[config.mk]
export PLATFORM = sky130hd
export DESIGN_NAME = fft_dual_bank_mem
export DESIGN_NICKNAME = d
export VERILOG_FILES = /design/src/rtl/fft_dual_bank_mem.sv
export SDC_FILE = /design/constraint.sdc
export NUM_CORES = 2
export LEC_CHECK = 0
export ABC_AREA = 1
export CORE_AREA = 8 8 454 456
export CTS_CLUSTER_DIAMETER = 30
export DETAILED_ROUTE_END_ITERATION = 12
export DIE_AREA = 0 0 462 464
export PLACE_DENSITY = 0.66
export SLEW_MARGIN = 20
export SYNTH_ARGS = -nofsm -noshare
export SYNTH_HDL_FRONTEND = slang
export SYNTH_SLANG_ARGS = --single-unit
[constraint.sdc]
create_clock -name i_clk -period 5.2 [get_ports i_clk]
set_clock_uncertainty 0.15 [all_clocks]
set_input_delay 0.52 -clock i_clk [delete_from_list [all_inputs] [get_ports i_clk]]
set_output_delay 0.52 -clock i_clk [all_outputs]
set_load 0.01 [all_outputs]
[src/rtl/fft_dual_bank_mem.sv]
// Two-bank ping-pong style FFT working memory: butterfly pairs land in opposite banks,
// so each cycle can serve one paired read and one paired write. Includes a zero-fill sweep.
module fft_dual_bank_mem #(
    parameter int LENGTH  = 32,
    parameter int R       = 5,
    parameter int OUT_REG = 0
) (
    input  logic                  i_clk,
    input  logic                  i_rst,
    input  logic                  i_clr,
    output logic                  o_busy,
    input  logic                  i_rd_en,
    input  logic [R-1:0]          i_rd_addr0,
    input  logic [R-1:0]          i_rd_addr1,
    output logic [2*LENGTH-1:0]   o_rd_data0,
    output logic [2*LENGTH-1:0]   o_rd_data1,
    output logic                  o_rd_valid,
    input  logic                  i_wr_en,
    input  logic [R-1:0]          i_wr_addr0,
    input  logic [R-1:0]          i_wr_addr1,
    input  logic [2*LENGTH-1:0]   i_wr_data0,
    input  logic [2*LENGTH-1:0]   i_wr_data1,
    output logic                  o_conflict
);

    localparam int W    = 2 * LENGTH;
    localparam int RW   = R - 1;
    localparam int ROWS = 2 ** RW;

    typedef enum logic {
        IDLE  = 1'b0,
        CLEAR = 1'b1
    } state_t;

    state_t         state_reg;
    state_t         state_next;
    logic [RW-1:0]  row_cnt_reg;
    logic           busy;
    logic           sweep_we;
    logic           sweep_start;
    logic           sweep_done;

    logic           rd_acc;
    logic           wr_acc;
    logic           rd_par0;
    logic           rd_par1;
    logic           wr_par0;
    logic           wr_par1;
    logic           rd_conf;
    logic           wr_conf;

    logic           sel_reg;
    logic           rd_conf_reg;
    logic           valid_reg;
    logic           conflict_reg;
    logic [W-1:0]   data0_s;
    logic [W-1:0]   data1_s;

    assign sweep_start = (state_reg == IDLE) && i_clr;
    assign sweep_done  = (row_cnt_reg == RW'(ROWS - 1));

    always_ff @(posedge i_clk or posedge i_rst) begin
        if (i_rst) begin
            state_reg <= IDLE;
        end else begin
            state_reg <= state_next;
        end
    end

    always_comb begin
        state_next = state_reg;
        case (state_reg)
            IDLE:    if (i_clr)      state_next = CLEAR;
            CLEAR:   if (sweep_done) state_next = IDLE;
            default: state_next = IDLE;
        endcase
    end

    always_comb begin
        busy     = 1'b0;
        sweep_we = 1'b0;
        if (state_reg == CLEAR) begin
            busy     = 1'b1;
            sweep_we = 1'b1;
        end
    end

    always_ff @(posedge i_clk or posedge i_rst) begin
        if (i_rst) begin
            row_cnt_reg <= '0;
        end else if (sweep_start) begin
            row_cnt_reg <= '0;
        end else if (state_reg == CLEAR) begin
            row_cnt_reg <= row_cnt_reg + RW'(1);
        end
    end

    // Requests are dropped outright while the sweep owns both banks.
    assign rd_acc  = i_rd_en && !busy;
    assign wr_acc  = i_wr_en && !busy;
    assign rd_par0 = ^i_rd_addr0;
    assign rd_par1 = ^i_rd_addr1;
    assign wr_par0 = ^i_wr_addr0;
    assign wr_par1 = ^i_wr_addr1;
    assign rd_conf = rd_acc && (rd_par0 == rd_par1);
    assign wr_conf = wr_acc && (wr_par0 == wr_par1);

    generate
        for (genvar gi = 0; gi < 2; gi++) begin : g_bank
            logic [W-1:0]  mem [ROWS];
            logic [RW-1:0] rd_row;
            logic [RW-1:0] wr_row;
            logic [W-1:0]  wr_data;
            logic          we;
            logic [W-1:0]  rd_q;

            assign rd_row = (rd_par0 == 1'(gi)) ? i_rd_addr0[R-1:1] : i_rd_addr1[R-1:1];

            // Port 0 always wins a bank; port 1 only gets the other bank when parities differ.
            always_comb begin
                we      = 1'b0;
                wr_row  = row_cnt_reg;
                wr_data = '0;
                if (sweep_we) begin
                    we = 1'b1;
                end else if (wr_acc) begin
                    if (wr_par0 == 1'(gi)) begin
                        we      = 1'b1;
                        wr_row  = i_wr_addr0[R-1:1];
                        wr_data = i_wr_data0;
                    end else if (!wr_conf) begin
                        we      = 1'b1;
                        wr_row  = i_wr_addr1[R-1:1];
                        wr_data = i_wr_data1;
                    end
                end
            end

            always_ff @(posedge i_clk) begin
                if (we) begin
                    mem[wr_row] <= wr_data;
                end
            end

            // Non-blocking write above makes a same-row read return the old word.
            always_ff @(posedge i_clk or posedge i_rst) begin
                if (i_rst) begin
                    rd_q <= '0;
                end else if (rd_acc) begin
                    rd_q <= mem[rd_row];
                end
            end
        end
    endgenerate

    always_ff @(posedge i_clk or posedge i_rst) begin
        if (i_rst) begin
            sel_reg     <= 1'b0;
            rd_conf_reg <= 1'b0;
            valid_reg   <= 1'b0;
        end else begin
            valid_reg <= rd_acc;
            if (rd_acc) begin
                sel_reg     <= rd_par0;
                rd_conf_reg <= rd_conf;
            end
        end
    end

    assign data0_s = sel_reg ? g_bank[1].rd_q : g_bank[0].rd_q;
    assign data1_s = rd_conf_reg ? '0 : (sel_reg ? g_bank[0].rd_q : g_bank[1].rd_q);

    always_ff @(posedge i_clk or posedge i_rst) begin
        if (i_rst) begin
            conflict_reg <= 1'b0;
        end else if (sweep_start) begin
            conflict_reg <= 1'b0;
        end else if (rd_conf || wr_conf) begin
            conflict_reg <= 1'b1;
        end
    end

    generate
        if (OUT_REG != 0) begin : g_out_reg
            logic [W-1:0] data0_reg;
            logic [W-1:0] data1_reg;
            logic         valid2_reg;

            always_ff @(posedge i_clk or posedge i_rst) begin
                if (i_rst) begin
                    data0_reg  <= '0;
                    data1_reg  <= '0;
                    valid2_reg <= 1'b0;
                end else begin
                    valid2_reg <= valid_reg;
                    if (valid_reg) begin
                        data0_reg <= data0_s;
                        data1_reg <= data1_s;
                    end
                end
            end

            assign o_rd_data0 = data0_reg;
            assign o_rd_data1 = data1_reg;
            assign o_rd_valid = valid2_reg;
        end else begin : g_out_direct
            assign o_rd_data0 = data0_s;
            assign o_rd_data1 = data1_s;
            assign o_rd_valid = valid_reg;
        end
    endgenerate

    assign o_busy     = busy;
    assign o_conflict = conflict_reg;

endmodule

==> reports/results.ini <==
[run_status]
status=complete, no violations

[timing]
min_period_ns=4.32
worst_pin_slew_ns=1.18
final.setup.tns_ns=0
relSlewSlack_pct=21.1
finalHoldViolCount=0
layout_setup_ws_ns=0.883
period_share_pct=83.0
maxSlewViolCount=0
fmax_mhz=232
setup_violations=0
rsz0062_at_grt=no

[floorplan]
dieWidth_um=462
initial_core_util_pct=49.7
die-area_um2=214000
pin_count=284
die_height_um=464
coreArea_um2=199000
row_count=164

[grt]
grt_pass1_vias=73600
grt_pass1_wl_mm=463
grt_use_total_pct=28.4
antenna_found_initial=11
grt_start_max_net_pins=133
grt_overflow=0

[cts]
clk_latency_ns=0.97
clockBufferDepth=4
clk_pin_slew_ns=0.05
post-cts-setup-buffer-count=0
htree_levels=5
clock-root-buffer=clkbuf_16
cts_tree=done
cts_buffers=438
post_cts_resized=0
cts_sinks=2185

[worst_setup_path]
rr_worst_depth=10
critPathKind=reg -> out
path_max_fanout=94
cp-end-kind=primary output
required_ns=4.53
arrival_ns=3.65
rrSetupSlack_ns=1.37
worst_setup_path_start_kind=register

[routing]
antenna_left=0
drtIter0Drc=8445
vias=74900
wl_per_cell_um=23.6
drt_wl_total_mm=313
routed_via_density=5.63
drc_errors=0
dr.pass1.iters=6

[pwr]
p_leak_uw=0.0518
ir_drop_mv=0.356
power.density_nw_per_um2=569
finalPower_uw=69000

[cells_and_area]
mostFrequentLayoutCells=nand3_1 (2,332), edfxtp_1 (2,048), nand2_1 (2,016)
largest_reg_flops=2048
layout.cells.non_filler=13300
fin_util_pct=61.0
drive_gt1_share_pct=10.3
num-fill-cells=15700
nNetsFinal=10400
synthToLayoutAreaGrowth_pct=22.8
layout_commonest_cell=nand3_1

[synth]
synth-seq-cells=2185
synth_cell_type_count=26
synth_nets=10000
syn_area_um2=98700
ys_seq_area_share_pct=65.8
syn_inst=9856
synth_warnings=0
avgSynthCellArea_um2=10.0

[placement]
gp_congestion=0.911
place_ws_ns=0.899
dp_cells=12500
portBuffers=283
dp_hpwl_mm=173

[job]
maxCapViolations=0

[hold_path]
min_path_type=in -> reg
hold_depth=3

[kinds of logic after synthesis]
family          Yosys count  synth area share [%]
buf+inv                2522                  10.1
flops                  2185                  65.8
fa+ha+maj                 1                0.0127
simple gates           4670                  21.7
xor+xnor                  5                0.0444
compound gates          473                  2.42
[stage by stage]
step / hold WS [ns] / cell area (um2)
after floorplan: 0.299 / 98700
after global placement: 0.323 / 106000
after detailed placement: 0.316 / 106000
after CTS: 0.266 / 121000
after global routing: 0.316 / 121000
final: 0.309 / 121000
[power breakdown]
part	switching, uW	internal, uW
combinational	10500	4540
clock	9110	19100
sequential	1680	24000
[worst paths after layout]
path	endpoint	startpoint
max in group asynchronous	g_bank[0].rd_q[0]	i_rst
hold / removal	state_reg	i_clr
setup / recovery	o_rd_data1[55]	sel_reg
min in group asynchronous	g_bank[0].rd_q[11]	i_rst
setup reg to reg	g_bank[0].mem[0][7]	state_reg
hold reg to reg	g_bank[0].rd_q[10]	g_bank[0].rd_q[10]
[worst max-delay path, cell delays in order, from the launching register on]
cell and delay [ns]:
dfrtp_4 1.13, buf_4 0.54, o21ai_0 0.13, a21oi_1 0.27, clkdlybuf4s50_1 0.60
[cells in the mapped netlist]
master | number | area share (%)
a21oi_1 | 200 | 1.0
a22o_1 | 1 | 0.0089
buf_1 | 50 | 0.19
buf_2 | 253 | 1.3
buf_4 | 30 | 0.23
buf_6 | 5 | 0.057
clkbuf_1 | 278 | 1.1
clkbuf_4 | 1 | 0.0076
dfrtp_1 | 137 | 3.5
edfxtp_1 | 2048 | 62
ha_1 | 1 | 0.013
inv_1 | 1901 | 7.2
inv_2 | 4 | 0.015
nand2_1 | 2031 | 7.7
nand2_4 | 1 | 0.011
nand3_1 | 2334 | 12
nand3_2 | 2 | 0.020
nand3b_1 | 257 | 2.0
nand4_1 | 1 | 0.0063
nor2_1 | 43 | 0.16
o21ai_0 | 266 | 1.3
o21ai_1 | 2 | 0.010
o21ai_2 | 4 | 0.035
or2_2 | 1 | 0.0063
xnor2_1 | 2 | 0.018
xor2_1 | 3 | 0.027
[what timing repair did]
action / CTS / global route
hold buffers: 1 / 0
hold endpoints to repair: 49 / 0
setup endpoints to repair: 0 / 0
[area by class of cell]
class	count	area (um2)	area share, %
clock inverters	280	3370	2.78
multi-input cells	5149	24300	20.1
repair buffers	595	6520	5.37
clock buffers	516	11600	9.57
diodes	6	15.0	0.0124
flip-flops and latches	2185	64900	53.5
well taps	2656	3320	2.74
inverters	1905	7180	5.92
[metal layers]
layer	share of wire, %	GRT usage (%)
met1	37	36.6
met2	46	45.5
met3	10	5.20
met4	5.9	15.6
met5	0.0083	0
Note: power is estimated with default switching activity, not from simulation.
